File: config.mk
export PLATFORM = sky130hd
export DESIGN_NAME = addr_mode_seq_flat
export DESIGN_NICKNAME = d
export VERILOG_FILES = /design/src/rtl/addr_mode_seq_if.sv /design/src/rtl/addr_mode_seq.sv /design/src/flat_wrapper.sv
export SDC_FILE = /design/constraint.sdc
export NUM_CORES = 1
export LEC_CHECK = 0
export BUFFER_PORTS_ARGS = -buffer_cell sky130_fd_sc_hd__buf_2
export CORE_ASPECT_RATIO = 1.4
export CORE_UTILIZATION = 29
export CTS_CLUSTER_DIAMETER = 60
export CTS_CLUSTER_SIZE = 20
export DETAILED_ROUTE_END_ITERATION = 6
export GPL_ROUTABILITY_DRIVEN = 0
export PLACE_DENSITY_LB_ADDON = 0.05
export SETUP_SLACK_MARGIN = 0.4
export SYNTH_ARGS = -nofsm -noshare
export SYNTH_HDL_FRONTEND = slang
export SYNTH_SLANG_ARGS = --single-unit
export TNS_END_PERCENT = 50
File: constraint.sdc
create_clock -name clk_i -period 2.2 [get_ports clk_i]
set_input_delay 0.44 -clock clk_i [delete_from_list [all_inputs] [get_ports clk_i]]
set_output_delay 0.44 -clock clk_i [all_outputs]
set_load 0.05 [all_outputs]
File: src/rtl/addr_mode_seq_if.sv
// Decoder/datapath and memory-port signals of the 6502 effective-address sequencer.
// The sequencer takes the slave view; the decoder and memory side take the master view.
interface addr_mode_seq_if;
   logic        start_i;
   logic [2:0]  mode_i;
   logic [15:0] data_i;
   logic [7:0]  x_i;
   logic [7:0]  y_i;
   logic        read_i;
   logic        busy_o;
   logic        done_o;
   logic [15:0] ea_o;
   logic [7:0]  operand_o;
   logic        page_cross_o;
   logic        mem_req_o;
   logic [15:0] mem_addr_o;
   logic        mem_ack_i;
   logic [7:0]  mem_rdata_i;

   modport master (
      output start_i, mode_i, data_i, x_i, y_i, read_i, mem_ack_i, mem_rdata_i,
      input  busy_o, done_o, ea_o, operand_o, page_cross_o, mem_req_o, mem_addr_o
   );

   modport slave (
      input  start_i, mode_i, data_i, x_i, y_i, read_i, mem_ack_i, mem_rdata_i,
      output busy_o, done_o, ea_o, operand_o, page_cross_o, mem_req_o, mem_addr_o
   );
endinterface

File: src/rtl/addr_mode_seq.sv
// Multi-cycle effective-address sequencer for the 6502 group-one addressing modes:
// issues zero-page pointer and operand reads and returns EA plus fetched operand.
module addr_mode_seq (
   input logic           clk_i,
   input logic           rstn_i,
   addr_mode_seq_if.slave bus
);
   typedef enum logic [2:0] {IDLE, PTR_LO, PTR_HI, OPERAND, DONE} state_t;

   localparam logic [2:0] M_IND_X = 3'd0;
   localparam logic [2:0] M_ZP    = 3'd1;
   localparam logic [2:0] M_IMM   = 3'd2;
   localparam logic [2:0] M_ABS   = 3'd3;
   localparam logic [2:0] M_IND_Y = 3'd4;
   localparam logic [2:0] M_ZP_X  = 3'd5;
   localparam logic [2:0] M_ABS_Y = 3'd6;
   localparam logic [2:0] M_ABS_X = 3'd7;

   state_t      state, state_nxt;
   logic [2:0]  mode_r;
   logic [7:0]  y_r;
   logic        read_r;
   logic [7:0]  ptr_lo_r;
   logic        req_nxt;
   logic [15:0] addr_nxt;

   // EA of every mode that needs no pointer read; bit 16 is the page-cross flag.
   function automatic logic [16:0] direct_ea(input logic [2:0] mode, input logic [15:0] data,
                                             input logic [7:0] x, input logic [7:0] y);
      logic [15:0] ea;
      logic        pc;
      ea = 16'h0000;
      pc = 1'b0;
      case (mode)
         M_ZP:    ea = {8'h00, data[7:0]};
         M_ZP_X:  ea = {8'h00, data[7:0] + x};
         M_ABS:   ea = data;
         M_ABS_Y: begin
            ea = data + {8'h00, y};
            pc = (ea[15:8] != data[15:8]);
         end
         M_ABS_X: begin
            ea = data + {8'h00, x};
            pc = (ea[15:8] != data[15:8]);
         end
         default: ;
      endcase
      return {pc, ea};
   endfunction

   logic [16:0] dir_res;
   logic [7:0]  zp_ptr;
   logic        is_ind;
   logic        accept;
   logic        ack;
   logic [15:0] ptr_base;
   logic [15:0] ind_ea;
   logic        ind_pc;

   assign dir_res  = direct_ea(bus.mode_i, bus.data_i, bus.x_i, bus.y_i);
   assign is_ind   = (bus.mode_i == M_IND_X) || (bus.mode_i == M_IND_Y);
   assign zp_ptr   = (bus.mode_i == M_IND_X) ? bus.data_i[7:0] + bus.x_i : bus.data_i[7:0];
   assign accept   = (state == IDLE) && bus.start_i;
   assign ack      = bus.mem_req_o && bus.mem_ack_i;
   // High pointer byte arrives on the bus in the same cycle the EA is formed.
   assign ptr_base = {bus.mem_rdata_i, ptr_lo_r};
   assign ind_ea   = (mode_r == M_IND_Y) ? ptr_base + {8'h00, y_r} : ptr_base;
   assign ind_pc   = (mode_r == M_IND_Y) && (ind_ea[15:8] != bus.mem_rdata_i);

   assign bus.busy_o = (state != IDLE);
   assign bus.done_o = (state == DONE);

   always_ff @(posedge clk_i or negedge rstn_i) begin
      if (!rstn_i) begin
         state          <= IDLE;
         bus.mem_req_o  <= 1'b0;
         bus.mem_addr_o <= 16'h0000;
      end else begin
         state          <= state_nxt;
         bus.mem_req_o  <= req_nxt;
         bus.mem_addr_o <= addr_nxt;
      end
   end

   always_comb begin
      state_nxt = state;
      req_nxt   = bus.mem_req_o;
      addr_nxt  = bus.mem_addr_o;
      case (state)
         IDLE: begin
            if (bus.start_i) begin
               if (bus.mode_i == M_IMM) begin
                  state_nxt = DONE;
               end else if (is_ind) begin
                  state_nxt = PTR_LO;
                  req_nxt   = 1'b1;
                  addr_nxt  = {8'h00, zp_ptr};
               end else if (bus.read_i) begin
                  state_nxt = OPERAND;
                  req_nxt   = 1'b1;
                  addr_nxt  = dir_res[15:0];
               end else begin
                  state_nxt = DONE;
               end
            end
         end
         PTR_LO: begin
            if (ack) begin
               state_nxt = PTR_HI;
               addr_nxt  = {8'h00, bus.mem_addr_o[7:0] + 8'h01};
            end
         end
         PTR_HI: begin
            if (ack) begin
               if (read_r) begin
                  state_nxt = OPERAND;
                  addr_nxt  = ind_ea;
               end else begin
                  state_nxt = DONE;
                  req_nxt   = 1'b0;
               end
            end
         end
         OPERAND: begin
            if (ack) begin
               state_nxt = DONE;
               req_nxt   = 1'b0;
            end
         end
         DONE:    state_nxt = IDLE;
         default: state_nxt = IDLE;
      endcase
   end

   always_ff @(posedge clk_i or negedge rstn_i) begin
      if (!rstn_i) begin
         mode_r           <= 3'd0;
         y_r              <= 8'h00;
         read_r           <= 1'b0;
         ptr_lo_r         <= 8'h00;
         bus.ea_o         <= 16'h0000;
         bus.operand_o    <= 8'h00;
         bus.page_cross_o <= 1'b0;
      end else begin
         if (accept) begin
            mode_r        <= bus.mode_i;
            y_r           <= bus.y_i;
            read_r        <= bus.read_i;
            bus.operand_o <= (bus.mode_i == M_IMM) ? bus.data_i[7:0] : 8'h00;
            if (!is_ind) begin
               bus.ea_o         <= dir_res[15:0];
               bus.page_cross_o <= dir_res[16];
            end
         end
         if (state == PTR_LO && ack) ptr_lo_r <= bus.mem_rdata_i;
         if (state == PTR_HI && ack) begin
            bus.ea_o         <= ind_ea;
            bus.page_cross_o <= ind_pc;
         end
         if (state == OPERAND && ack) bus.operand_o <= bus.mem_rdata_i;
      end
   end
endmodule

File: src/flat_wrapper.sv
// flat-port wrapper written by rule: the top's interface ports become plain ports
module addr_mode_seq_flat 
  (clk_i, rstn_i, bus_start_i, bus_mode_i, bus_data_i, bus_x_i, bus_y_i, bus_read_i, bus_mem_ack_i, bus_mem_rdata_i, bus_busy_o, bus_done_o, bus_ea_o, bus_operand_o, bus_page_cross_o, bus_mem_req_o, bus_mem_addr_o);
  addr_mode_seq_if bus_i ();
  input logic clk_i;
  input logic rstn_i;
  input wire logic [$bits(bus_i.start_i)-1:0] bus_start_i;
  input wire logic [$bits(bus_i.mode_i)-1:0] bus_mode_i;
  input wire logic [$bits(bus_i.data_i)-1:0] bus_data_i;
  input wire logic [$bits(bus_i.x_i)-1:0] bus_x_i;
  input wire logic [$bits(bus_i.y_i)-1:0] bus_y_i;
  input wire logic [$bits(bus_i.read_i)-1:0] bus_read_i;
  input wire logic [$bits(bus_i.mem_ack_i)-1:0] bus_mem_ack_i;
  input wire logic [$bits(bus_i.mem_rdata_i)-1:0] bus_mem_rdata_i;
  output wire logic [$bits(bus_i.busy_o)-1:0] bus_busy_o;
  output wire logic [$bits(bus_i.done_o)-1:0] bus_done_o;
  output wire logic [$bits(bus_i.ea_o)-1:0] bus_ea_o;
  output wire logic [$bits(bus_i.operand_o)-1:0] bus_operand_o;
  output wire logic [$bits(bus_i.page_cross_o)-1:0] bus_page_cross_o;
  output wire logic [$bits(bus_i.mem_req_o)-1:0] bus_mem_req_o;
  output wire logic [$bits(bus_i.mem_addr_o)-1:0] bus_mem_addr_o;
  assign bus_i.start_i = bus_start_i;
  assign bus_i.mode_i = bus_mode_i;
  assign bus_i.data_i = bus_data_i;
  assign bus_i.x_i = bus_x_i;
  assign bus_i.y_i = bus_y_i;
  assign bus_i.read_i = bus_read_i;
  assign bus_i.mem_ack_i = bus_mem_ack_i;
  assign bus_i.mem_rdata_i = bus_mem_rdata_i;
  assign bus_busy_o = bus_i.busy_o;
  assign bus_done_o = bus_i.done_o;
  assign bus_ea_o = bus_i.ea_o;
  assign bus_operand_o = bus_i.operand_o;
  assign bus_page_cross_o = bus_i.page_cross_o;
  assign bus_mem_req_o = bus_i.mem_req_o;
  assign bus_mem_addr_o = bus_i.mem_addr_o;
  addr_mode_seq u_core (.clk_i(clk_i), .rstn_i(rstn_i), .bus(bus_i));
endmodule
== Word level (Yosys, flattened, before mapping) ==
Cells that the tools add are included.
Word-level totals
  output and inout bits: 44
  logic and storage cells: 95
  register bits: 65
  input port bits: 48
Operators by class
  $add $sub $neg: 5
  eq/ne operators: 24
  reductions and logical operators: 18
  mux-type cells: 38
Operators by type and width (count)
  two-way mux 16 bit: 11
  one-hot mux 16 bit (5 select lines): 1
  adder 16 x 8 -> 16 bit: 3
  one-hot mux 16 bit (3 select lines): 1
  two-way mux 8 bit: 4
  two-way mux 3 bit: 8
  != test 8 bit: 3
  == test 3 bit, second input constant: 6
  AND reduction 7 bit: 2
  == test 3 x 2 -> 1 bit, second input constant: 4
  one-hot mux 3 bit (4 select lines): 1
  two-way mux 1 bit: 10
  nonzero test 3 bit: 3
  adder 8 x 1 -> 8 bit, second input constant: 1
  adder 8 bit: 1
  != test 2 x 1 -> 1 bit, second input constant: 4
  != test 2 bit, second input constant: 4
  == test 3 x 1 -> 1 bit, second input constant: 2
  logical AND 1 bit: 6
  zero test 3 bit: 2
  AND reduction 4 bit: 1
  nonzero test 2 bit: 2
  != test 3 x 2 -> 1 bit, second input constant: 1
  one-hot mux 1 bit (3 select lines): 1
  other kinds (3): 3

== Depth between registers and ports, before layout ==
Gate-level depths: netlist of run 1.
  word-level depth: 7
  depth in mapped cells: 9
  mapped depth without buffers: 9

== Worst setup path before layout of run 1 ==
Ideal clock, no wire load.
  kind: input to register
  start point: input bus_y_i[0]
  end point: register u_core.bus.mem_addr_o[8]
  data arrival time: 2.219 ns
  setup time: 0.126 ns
  required time: 2.074 ns
  slack: -0.145 ns
  cell stages on the path: 9
  path buffers: 0
  cell sequence: ha_1 -> inv_1 -> fa_1 -> nand2b_1 -> a211oi_2 -> nor2_1 -> a32o_1 -> o21a_1 -> a221o_1
On the way
  cells in the longest elaborated chain, start to end: 7
Ends and longest elaborated chain
  start: declaration: line flat_wrapper.sv:11  | input wire logic [$bits(bus_i.y_i)-1:0] bus_y_i;
  adder 16 x 8 -> 16 bit: line addr_mode_seq.sv:39  | ea = data + {8'h00, y};
  one-hot mux 16 bit (5 select lines): line addr_mode_seq.sv:34  | case (mode)
  two-way mux 16 bit: line addr_mode_seq.sv:98  | end else if (bus.read_i) begin
  two-way mux 16 bit: line addr_mode_seq.sv:94  | end else if (is_ind) begin
  two-way mux 16 bit: line addr_mode_seq.sv:92  | if (bus.mode_i == M_IMM) begin
  two-way mux 16 bit: line addr_mode_seq.sv:91  | if (bus.start_i) begin
  one-hot mux 16 bit (3 select lines): line addr_mode_seq.sv:89  | case (state)
  end signal: assignment: line addr_mode_seq.sv:81  | bus.mem_addr_o <= addr_nxt;
  end: declaration: line addr_mode_seq_if.sv:27  | output busy_o, done_o, ea_o, operand_o, page_cross_o, mem_req_o, mem_addr_o
Every way passes these cells. The select of a mux whose other input is x is not followed.
A chain may end at the register's enable or synchronous reset.

== Worst setup path in the final report of run 1 ==
  start point: register u_core.y_r[0]
  end point: register u_core.bus.mem_addr_o[14]
On the way
  cells in the longest elaborated chain, start to end: 5
Ends and longest elaborated chain
  start: declaration: line addr_mode_seq.sv:21  | logic [7:0] y_r;
  start signal: assignment: line addr_mode_seq.sv:147  | y_r <= bus.y_i;
  adder 16 x 8 -> 16 bit: line addr_mode_seq.sv:67  | assign ind_ea = (mode_r == M_IND_Y) ? ptr_base + {8'h00, y_r} : ptr_base;
  two-way mux 16 bit: line addr_mode_seq.sv:67
  two-way mux 16 bit: line addr_mode_seq.sv:115  | if (read_r) begin
  two-way mux 16 bit: line addr_mode_seq.sv:114  | if (ack) begin
  one-hot mux 16 bit (3 select lines): line addr_mode_seq.sv:89
Every way passes these cells. The select of a mux whose other input is x is not followed.

==> impl_metrics.py, run 1 <==
metrics = {
    "timing": {
        "report.final.hold_viol_count": 0,
        "final-max-slew-violation-count": 0,
        "slew_headroom_pct": 58.4,
        "timing.final.crit_share_pct": 108,
        "setup_viol": 24,
        "clock_skew_ns": 0.00522,
        "worst_pin_slew_ns": 0.624,
        "period_needed_ns": 2.38,
        "setup_tns_ns": -2.36,
        "worst_slack_ns": -0.177,
        "rsz0062_at_grt": "true",
        "max_freq_mhz": 421,
    },
    "detailed_routing": {
        "via_per_inst": 5.40,
        "wl_per_cell_microns": 21.2,
        "via_count": 6021,
        "ant_nets": 0,
        "drc": 0,
        "dr.pass1.iters": 6,
        "postRouteWirelength_microns": 23600,
        "first_iter_violations": 349,
    },
    "global_routing": {
        "antenna_found_initial": 0,
        "grt_first_pass_wirelength_microns": 36100,
        "grt_pass1_vias": 6136,
        "grt_max_degree": 28,
        "grt-ovfl-total": 0,
        "grt_use_total_pct": 26.4,
    },
    "final_layout": {
        "fin_area_sq_um": 8380,
        "fin_nets": 949,
        "fin_util_pct": 48.2,
        "drive_gt1_share_pct": 47.3,
        "syn2layout_area_growth_pct": 62.3,
        "final_common_cell": "buf_4",
        "mostFrequentLayoutCells": "164 x buf_4, 98 x nand2_1, 83 x buf_2",
        "antennaDiodeCount": 0,
    },
    "pwr": {
        "ir_worst_vdd_mv": 0.525,
        "power.total_w": 0.0106,
        "power_density_nw_per_um2": 1260,
        "p_leak_nw": 3.73,
    },
    "logic_synthesis": {
        "syn_nets": 694,
        "netlist_area_sq_um": 5170,
        "yosys.area.top_type": "dfrtp_1",
        "async_reset_ff_share_pct": 100,
        "ys_seq_area_share_pct": 31.5,
        "synth_edf_count": 0,
        "yosysUniqueCellTypes": 86,
        "ys_warn_count": 0,
        "synth_seq_cells": 65,
        "yosysTopAreaCellShare_pct": 31.5,
        "synth_ff_type": "dfrtp_1",
        "synth_area_leaders": "dfrtp_1 31%, nand2_1 7.4%, ha_1 6.1%, nor2_1 4.2%, a21oi_1 3.3%",
        "synth_cells": 618,
        "syn_avg_cell_area_sq_um": 8.36,
    },
    "status": {
        "violations": "negative setup slack",
        "status": "finished with violations",
    },
    "worst_setup_path": {
        "r2r_cells": 10,
        "path_max_fanout": 4,
        "worstSetupPathType": "flip-flop to flip-flop",
        "worstReg2RegEnd": "u_core.bus.mem_addr_o[14]$_DFFE_PN0P_",
        "cp-end-kind": "flip-flop",
        "crit_path_start_kind": "flip-flop",
        "cp.required_ns": 2.45,
        "reg2reg_slack_ns": -0.18,
        "r2r-start": "u_core.y_r[0]$_DFFE_PN0P_",
        "arrival_ns": 2.63,
    },
    "die": {
        "die_w_microns": 115,
        "ios": 92,
        "core_area_sq_um": 17400,
        "die_area_sq_um": 18400,
        "initial_core_util_pct": 29.7,
        "num_rows": 57,
        "die_h_microns": 160,
    },
    "cts": {
        "cts_sinks": 65,
        "cts_tree": "done",
        "ctsHtreeMaxLevel": 3,
        "clk_path_buf_depth": 2,
        "clk_latency_ns": 0.34,
        "cts_made_buffers": 9,
        "cts_root_buffer": "clkbuf_16",
        "cts.clk_slew.worst_paths_ns": 0.06,
        "cts_hold_buf": 0,
    },
    "placed_design": {
        "dpl_cell_area_sq_um": 7180,
        "port_buffers": 91,
        "dp_hpwl_microns": 19000,
    },
    "min_path": {
        "holdCritPathClass": "input port to asynchronous set/reset pin",
    },
    "flow_run": {
        "max-cap-violations": 0,
    },
}
report_power, final:
group / internal [W] / total [W] / switching, W
Clock: 0.00114 / 0.00172 / 0.000578
Sequential: 0.00170 / 0.00216 / 0.000464
Combinational: 0.00278 / 0.00672 / 0.00394
metal layers:
metal / track usage (%) / vias to the layer above / part of all wire, %
met3: 2.47 / 30 / 3.6
met2: 47.3 / 189 / 52
met5: 0 / - / 0
li1: - / 2836 / -
met4: 9.39 / 0 / 2.7
met1: 32.6 / 2966 / 41
registers in the layout, indices dropped and copies added, names as in the netlist:
register,flops
u_core.bus.mem_addr_o,16
u_core.state,3
u_core.read_r,1
u_core.bus.operand_o,8
u_core.mode_r,3
u_core.bus.ea_o,16
u_core.bus.page_cross_o,1
u_core.y_r,8
u_core.bus.mem_req_o,1
u_core.ptr_lo_r,8
Yosys cell counts (6+ instances only):
cell type,instances
buf_2,6
dfrtp_1,65
o221ai_1,14
o21ai_1,11
o211ai_1,15
nand3_1,18
xnor2_1,13
or3_1,8
a211oi_1,15
nor2_1,58
nor3_1,11
nand4_1,6
o21ai_0,22
a22oi_1,9
inv_1,15
and3_1,10
ha_1,25
mux2_1,8
mux2i_1,7
clkbuf_1,15
nand2_1,102
a21oi_1,34
through the flow:
stage | worst slack (ns) | hold WS (ns) | std cells
global route | -0.234 | 0.144 | 1114
detailed placement | -0.563 | 0.481 | 1080
global placement | -0.546 | 0.480 | 1080
CTS | -0.175 | 0.126 | 1111
finish | -0.177 | 0.102 | 1114
floorplan | -0.0209 | 0.144 | 618
how the worst max path moves through the flow:
| stage | start | cells after the start | endpoint |
|---|---|---|---|
| 2_1_floorplan | bus_y_i[0] | 9 | u_core.bus.mem_addr_o[8]$_DFFE_PN0P_ |
| 3_5_place_dp | bus_y_i[1] | 10 | u_core.bus.mem_addr_o[5]$_DFFE_PN0P_ |
| 3_3_place_gp | bus_data_i[0] | 10 | u_core.bus.mem_addr_o[7]$_DFFE_PN0P_ |
| 4_1_cts | u_core.y_r[0]$_DFFE_PN0P_ | 10 | u_core.bus.ea_o[10]$_DFFE_PN0P_ |
| 6_report | u_core.y_r[0]$_DFFE_PN0P_ | 10 | u_core.bus.mem_addr_o[14]$_DFFE_PN0P_ |
| 5_1_grt | u_core.y_r[0]$_DFFE_PN0P_ | 10 | u_core.bus.ea_o[10]$_DFFE_PN0P_ |
worst max-delay path, stage by stage, from the launching register on:
cell	delay [ns]
dfrtp_2	0.44
ha_4	0.18
fa_2	0.34
a21o_1	0.19
a22oi_2	0.18
buf_6	0.16
a211oi_1	0.09
xnor2_1	0.15
buf_4	0.16
or3_1	0.31
o211ai_1	0.09
final cells by class:
| type | instances | area (sq um) |
|---|---|---|
| Fill cell | 1732 | 9020 |
| Multi-Input combinational cell | 510 | 4110 |
| Timing Repair Buffer | 271 | 1940 |
| Sequential cell | 65 | 1630 |
| Tap cell | 236 | 295 |
| Clock buffer | 11 | 243 |
| Clock inverter | 5 | 103 |
| Inverter | 16 | 60.1 |
what timing repair did:
item / 4_1_cts / 5_1_grt
endpoints found under the setup margin: 50 / 53
pin swaps: 48 / 34
gates resized for setup: 82 / 68
buffers inserted: 15 / 3
cells by family after synthesis:
group,share of synthesized area (%)
multiplexers,3.32
adder cells (fa/ha/maj),7.22
flip-flops,31.5
XOR/XNOR,2.88
AND/OR/NAND/NOR,23.5
AO/OA/AOI/OAI,28.0
buffers and inverters,3.63
(Power assumes the default switching activity.)
==> run 2, diff against run 1 <==
--- a/config.mk
+++ b/config.mk
@@ -5,6 +5,7 @@
 export SDC_FILE = /design/constraint.sdc
 export NUM_CORES = 1
 export LEC_CHECK = 0
+export ABC_AREA = 1
 export BUFFER_PORTS_ARGS = -buffer_cell sky130_fd_sc_hd__buf_2
 export CORE_ASPECT_RATIO = 1.4
 export CORE_UTILIZATION = 29
==> run 2 against run 1 <==
Against the previous run: the run now ends clean; critical path type unchanged; worst hold slack better by 0.0055 ns; highest routed layer unchanged; sequential share of layout area is 0.93 points higher; largest cell class unchanged; critical path depth is 1 higher; total power is 66% lower; non-clock buffer count is 71 lower; flip-flop and latch count stayed put; sequential power is 42% lower; register-to-register slack better by 0.43 ns.
==> impl_metrics.py, run 2 <==
metrics = {
    "logic_synthesis": {
        "synth_edf_count": 0,
        "synth_area_leaders": "dfrtp_1 29%, nand2_1 21%, nand3_1 9.0%, inv_1 6.9%, nor2_1 6.1%",
        "syn_nets": 968,
        "netlist_area_sq_um": 5580,
        "syn_avg_cell_area_sq_um": 6.26,
        "synth_ff_type": "dfrtp_1",
        "synth_most_common_cell": "nand2_1",
        "yosysTopAreaCellShare_pct": 29.1,
        "synth_cells": 892,
        "yosys.area.top_type": "dfrtp_1",
        "async_reset_ff_share_pct": 100,
        "synth_seq_cells": 65,
        "ys_warn_count": 0,
        "ys_seq_area_share_pct": 29.1,
        "yosysUniqueCellTypes": 44,
        "synth.top_cells.by_count": "307 x nand2_1, 103 x inv_1, 100 x nand3_1",
    },
    "global_routing": {
        "grt_max_degree": 66,
        "grt_first_pass_wirelength_microns": 36300,
        "grt-ovfl-total": 0,
        "grt_pass1_vias": 6635,
        "grt_use_total_pct": 24.3,
        "antenna_found_initial": 0,
    },
    "worst_setup_path": {
        "arrival_ns": 2.18,
        "cp-end-kind": "flip-flop",
        "crit_path_start_kind": "flip-flop",
        "cp.required_ns": 2.43,
        "path_max_fanout": 5,
        "worstSetupPathType": "flip-flop to flip-flop",
    },
    "timing": {
        "report.final.hold_viol_count": 0,
        "setup_viol": 0,
        "period_needed_ns": 1.95,
        "max_freq_mhz": 513,
        "worst_pin_slew_ns": 0.466,
        "timing.final.crit_share_pct": 88.5,
        "clock_skew_ns": 0.00654,
        "worst_slack_ns": 0.252,
        "rsz0062_at_grt": "true",
        "final-max-slew-violation-count": 0,
        "slew_headroom_pct": 68.8,
    },
    "pwr": {
        "ir_worst_vdd_mv": 0.258,
        "p_leak_nw": 4.17,
        "power_density_nw_per_um2": 450,
    },
    "die": {
        "core_area_sq_um": 18800,
        "ios": 92,
        "initial_core_util_pct": 29.8,
        "die_area_sq_um": 19800,
        "die_h_microns": 166,
        "num_rows": 59,
        "die_w_microns": 119,
    },
    "detailed_routing": {
        "postRouteWirelength_microns": 23400,
        "via_count": 6481,
        "wl_per_cell_microns": 17.5,
        "dr.pass1.iters": 5,
        "ant_nets": 0,
        "drc": 0,
        "first_iter_violations": 253,
        "via_per_inst": 4.85,
    },
    "final_layout": {
        "fin_nets": 1162,
        "antennaDiodeCount": 0,
        "syn2layout_area_growth_pct": 43.5,
        "fillerInstances": 2067,
        "mostFrequentLayoutCells": "278 x nand2_1, 101 x buf_4, 97 x inv_1",
        "drive_gt1_share_pct": 32.4,
        "final_common_cell": "nand2_1",
        "fin_area_sq_um": 8010,
        "largestRegisters": "u_core.bus.ea_o x16, u_core.bus.mem_addr_o x16",
    },
    "placed_design": {
        "dpl_cell_area_sq_um": 6960,
        "pre_cts_slack_ns": -0.181,
        "port_buffers": 91,
        "dp_hpwl_microns": 19000,
    },
    "cts": {
        "cts.clk_slew.worst_paths_ns": 0.06,
        "cts_root_buffer": "clkbuf_16",
        "cts_hold_buf": 0,
        "clk_latency_ns": 0.34,
        "ctsHtreeMaxLevel": 3,
        "clk_path_buf_depth": 2,
        "cts_tree": "done",
        "cts_made_buffers": 9,
        "cts_sinks": 65,
    },
    "status": {
        "status": "finished clean",
    },
    "flow_run": {
        "max-cap-violations": 0,
    },
    "min_path": {
        "holdCritPathClass": "input port to asynchronous set/reset pin",
    },
}
[run 2: cell types whose count changed after synthesis, moves of 11 or more]
cell / delta
nand3_1: +82
a211oi_1: -15
nor2_1: +33
nand2_1: +205
inv_1: +88
inv_2: +12
o21ai_0: +11
[run 2: report_power, final]
| part | leakage [nW] | switching (W) | internal (W) |
|---|---|---|---|
| clock | 0.124 | 0.000543 | 0.000760 |
| combinational | 3.18 | 0.000629 | 0.000412 |
| sequential | 0.864 | 0.0000266 | 0.00123 |
| total | 4.17 | 0.00120 | 0.00240 |
[run 2: cell families after synthesis]
kind of cell    share of synthesized area, %
simple gates                            40.3
fa+ha+maj                               6.68
xor+xnor                                1.10
compound gates                          12.4
buf+inv                                 9.73
mux                                    0.740
flops                                   29.1
[run 2: final timing paths]
check                           slack (ns)  cells past startpoint                           start                              endpoint
worst min register to register        0.49                      2    u_core.mode_r[1]$_DFFE_PN0P_          u_core.mode_r[1]$_DFFE_PN0P_
max in group asynchronous             1.77                      2                          rstn_i        u_core.bus.ea_o[2]$_DFFE_PN0P_
worst min-delay path                  0.11                      2                          rstn_i      u_core.bus.mem_req_o$_DFFE_PN0P_
min in group clk_i                    0.33                      3                      bus_y_i[0]             u_core.y_r[0]$_DFFE_PN0P_
worst max-delay path                  0.25                     11  u_core.ptr_lo_r[0]$_DFFE_PN0P_  u_core.bus.mem_addr_o[8]$_DFFE_PN0P_
worst max register to register        0.25                     11  u_core.ptr_lo_r[0]$_DFFE_PN0P_  u_core.bus.mem_addr_o[8]$_DFFE_PN0P_
[run 2: per-stage QoR]
step	power, W	TNS, ns	hold slack (ns)	std cells	utilization [%]
floorplan	0.00174	0	0.144	892	-
global placement	0.00220	-0.690	0.472	1295	37.1
detailed placement	0.00220	-0.894	0.473	1295	37.1
CTS	0.00355	0	0.131	1321	40.1
global route	0.00379	0	0.139	1335	42.7
finish	0.00360	0	0.107	1335	42.7
[run 2: critical path, cell delays in order, from the launching register on]
cell and delay, ns:
dfrtp_1 0.38, ha_2 0.20, fa_2 0.37, nand3_2 0.09, nand2_2 0.08, nand2_2 0.09, nand2_4 0.06, nand2_4 0.12
xor2_2 0.18, o21ai_1 0.08, a21oi_1 0.14, nor2_1 0.05
[run 2: area by class of cell]
class | count | area (sq um) | area share, %
Sequential cell | 65 | 1630 | 20.4
Clock inverter | 3 | 17.5 | 0.219
Clock buffer | 13 | 240 | 3.00
Tap cell | 244 | 305 | 3.81
Inverter | 121 | 462 | 5.77
Multi-Input combinational cell | 689 | 4000 | 49.9
Timing Repair Buffer | 200 | 1350 | 16.9
[run 2: timing repair]
item | 4_1_cts | 5_1_grt
gates cloned | 0 | 0
setup buffers | 10 | 14
setup endpoints to repair | 41 | 48
gates resized for setup | 53 | 78
pin swaps | 17 | 37
[run 2: per-layer routing]
metal / share of wire [%] / GRT usage, %
met3: 3.6 / 3.26
met1: 39 / 27.0
met5: 0 / 0
met2: 53 / 45.1
met4: 4.0 / 10.9
==> run 3, diff against run 2 <==
--- a/config.mk
+++ b/config.mk
@@ -14,6 +14,7 @@
 export DETAILED_ROUTE_END_ITERATION = 6
 export GPL_ROUTABILITY_DRIVEN = 0
 export PLACE_DENSITY_LB_ADDON = 0.05
+export REMOVE_ABC_BUFFERS = 1
 export SETUP_SLACK_MARGIN = 0.4
 export SYNTH_ARGS = -nofsm -noshare
 export SYNTH_HDL_FRONTEND = slang
==> run 3 against run 2 <==
Against the previous run: clock power rose by 15%; sequential power about the same; sequential share of layout area down 0.92 points; combinational power hardly changed; non-clock buffer count increased by 14; die area is the same; critical path type unchanged.
==> impl_metrics.py, run 3 (synthesis gave the netlist of run 2 again) <==
metrics = {
    "timing": {
        "timing.final.crit_share_pct": 89.5,
        "worst_slack_ns": 0.230,
        "setup_viol": 0,
        "worst_pin_slew_ns": 0.547,
        "period_needed_ns": 1.97,
        "report.final.hold_viol_count": 0,
        "max_freq_mhz": 508,
        "final-max-slew-violation-count": 0,
        "rsz0062_at_grt": "true",
        "slew_headroom_pct": 63.5,
        "clock_skew_ns": 0.0117,
    },
    "global_routing": {
        "busiest_layer": "met2",
        "grt.met3_usage_pct": 2.95,
        "grt_use_met1_pct": 27.2,
        "grt_use_total_pct": 24.3,
        "grt_use_met2_pct": 45.5,
        "grt_first_pass_wirelength_microns": 36400,
        "antenna_found_initial": 0,
        "grt_max_degree": 66,
        "grt-ovfl-total": 0,
        "grt_pass1_vias": 6527,
    },
    "worst_setup_path": {
        "cp.required_ns": 2.48,
        "path_max_fanout": 2,
        "cp-end-kind": "flip-flop",
        "slowest_delay_ns": 0.38,
        "arrival_ns": 2.25,
        "crit_top_cell": "nand2_1",
        "cp_slowest_cell": "dfrtp_1",
        "crit_buf_inv": 2,
        "worstSetupPathType": "flip-flop to flip-flop",
        "cp_top_family": "compound AO/OA/AOI/OAI gates",
        "crit_path_start_kind": "flip-flop",
        "crit_chain": "ha_2 > fa_2 > buf_6 > nand2_2 > inv_2 > o21ai_2 > o211ai_1 > o22ai_1 > nand2_1 > nand2_1",
    },
    "pwr": {
        "ir_worst_vdd_mv": 0.318,
        "p_leak_nw": 4.33,
        "power.total_w": 0.00382,
        "power_density_nw_per_um2": 455,
    },
    "die": {
        "die_area_sq_um": 19800,
        "die_h_microns": 166,
        "core_area_sq_um": 18800,
        "num_rows": 59,
        "ios": 92,
        "initial_core_util_pct": 29.8,
        "die_w_microns": 119,
    },
    "detailed_routing": {
        "dr.pass1.iters": 7,
        "wl_per_cell_microns": 17.6,
        "drc": 0,
        "ant_nets": 0,
        "via_per_inst": 4.90,
        "first_iter_violations": 362,
        "via_count": 6604,
        "postRouteWirelength_microns": 23800,
    },
    "cts": {
        "ctsHtreeMaxLevel": 3,
        "cts.clk_slew.worst_paths_ns": 0.06,
        "clk_latency_ns": 0.35,
        "cts_sinks": 65,
        "cts_made_buffers": 9,
        "cts_tree": "done",
        "cts_root_buffer": "clkbuf_16",
        "clk_path_buf_depth": 2,
    },
    "final_layout": {
        "final_common_cell": "nand2_1",
        "fin_nets": 1176,
        "layout.cells.non_filler": 1349,
        "syn2layout_area_growth_pct": 50.2,
        "fin_area_sq_um": 8390,
        "mostFrequentLayoutCells": "259 x nand2_1, 112 x buf_4, 96 x inv_1",
        "antennaDiodeCount": 0,
        "drive_gt1_share_pct": 37.2,
        "largestRegisters": "u_core.bus.ea_o x16, u_core.bus.mem_addr_o x16",
    },
    "placed_design": {
        "numPlacedInstances": 1307,
        "pre_cts_slack_ns": -0.171,
        "dpl_cell_area_sq_um": 7020,
        "dp_hpwl_microns": 19000,
        "port_buffers": 91,
    },
    "flow_run": {
        "max-cap-violations": 0,
    },
    "status": {
        "status": "finished clean",
    },
    "min_path": {
        "holdCritPathClass": "input port to asynchronous set/reset pin",
    },
}
run 3: cell count changes in the layout (fill, tap and decap cells not counted), sizes merged:
cell and change:
buf +11, bufinv +1, clkinv -2, clkinvlp +2, inv +2
run 3: metrics by stage:
step	utilization, %	hold WS (ns)	TNS (ns)
finish	44.7	0.0986	0
detailed placement	37.4	0.461	-2.16
global route	44.7	0.133	0
CTS	40.8	0.139	0
floorplan	-	0.144	0
global placement	37.4	0.457	-1.59
run 3: timing repair:
action,CTS,global route
endpoints found under the hold margin,0,0
hold buffers,0,0
pin swaps,22,42
cloned,0,2
resized for setup,55,139
buffers inserted,9,15
endpoints found under the setup margin,31,50
run 3: path summary, 6_finish.rpt:
kind | start | to | slack, ns | cells past startpoint
worst max-delay path | u_core.ptr_lo_r[0]$_DFFE_PN0P_ | u_core.bus.ea_o[2]$_DFFE_PN0P_ | 0.23 | 10
worst min-delay path | rstn_i | u_core.state[2]$_DFFE_PN0P_ | 0.1 | 2
max in group asynchronous | rstn_i | u_core.bus.ea_o[12]$_DFFE_PN0P_ | 1.76 | 2
worst max register to register | u_core.ptr_lo_r[0]$_DFFE_PN0P_ | u_core.bus.ea_o[2]$_DFFE_PN0P_ | 0.23 | 10
min in group clk_i | bus_read_i | u_core.read_r$_DFFE_PN0P_ | 0.39 | 3
worst min register to register | u_core.bus.ea_o[2]$_DFFE_PN0P_ | u_core.bus.ea_o[2]$_DFFE_PN0P_ | 0.48 | 2
run 3: final cells by class:
cell class | count | area, sq um
Clock buffer | 10 | 239
Tap cell | 244 | 305
Timing Repair Buffer | 214 | 1480
Fill cell | 2052 | 10400
Sequential cell | 65 | 1630
Clock inverter | 6 | 67.6
Inverter | 121 | 467
Multi-Input combinational cell | 689 | 4190
run 3: worst register-to-register path: cells and delay by family (launching register included):
kind / cells / cell delay [ns]
AOI/OAI and AO/OA: 3 / 0.58
and+or+nand+nor: 3 / 0.23
adders and majority gates: 2 / 0.57
DFF: 1 / 0.38
buffers and inverters: 2 / 0.16
run 3: power breakdown:
group,total [W],switching (W),internal [W]
clock,0.00150,0.000593,0.000910
sequential,0.00126,0.0000267,0.00123
combinational,0.00106,0.000641,0.000421
total,0.00382,0.00126,0.00256
run 3: metal layers:
layer / wire (microns) / vias up
li1: - / 3306
met1: 9320 / 3100
met2: 12600 / 153
met3: 879 / 45
met4: 960 / 0
met5: 0 / -
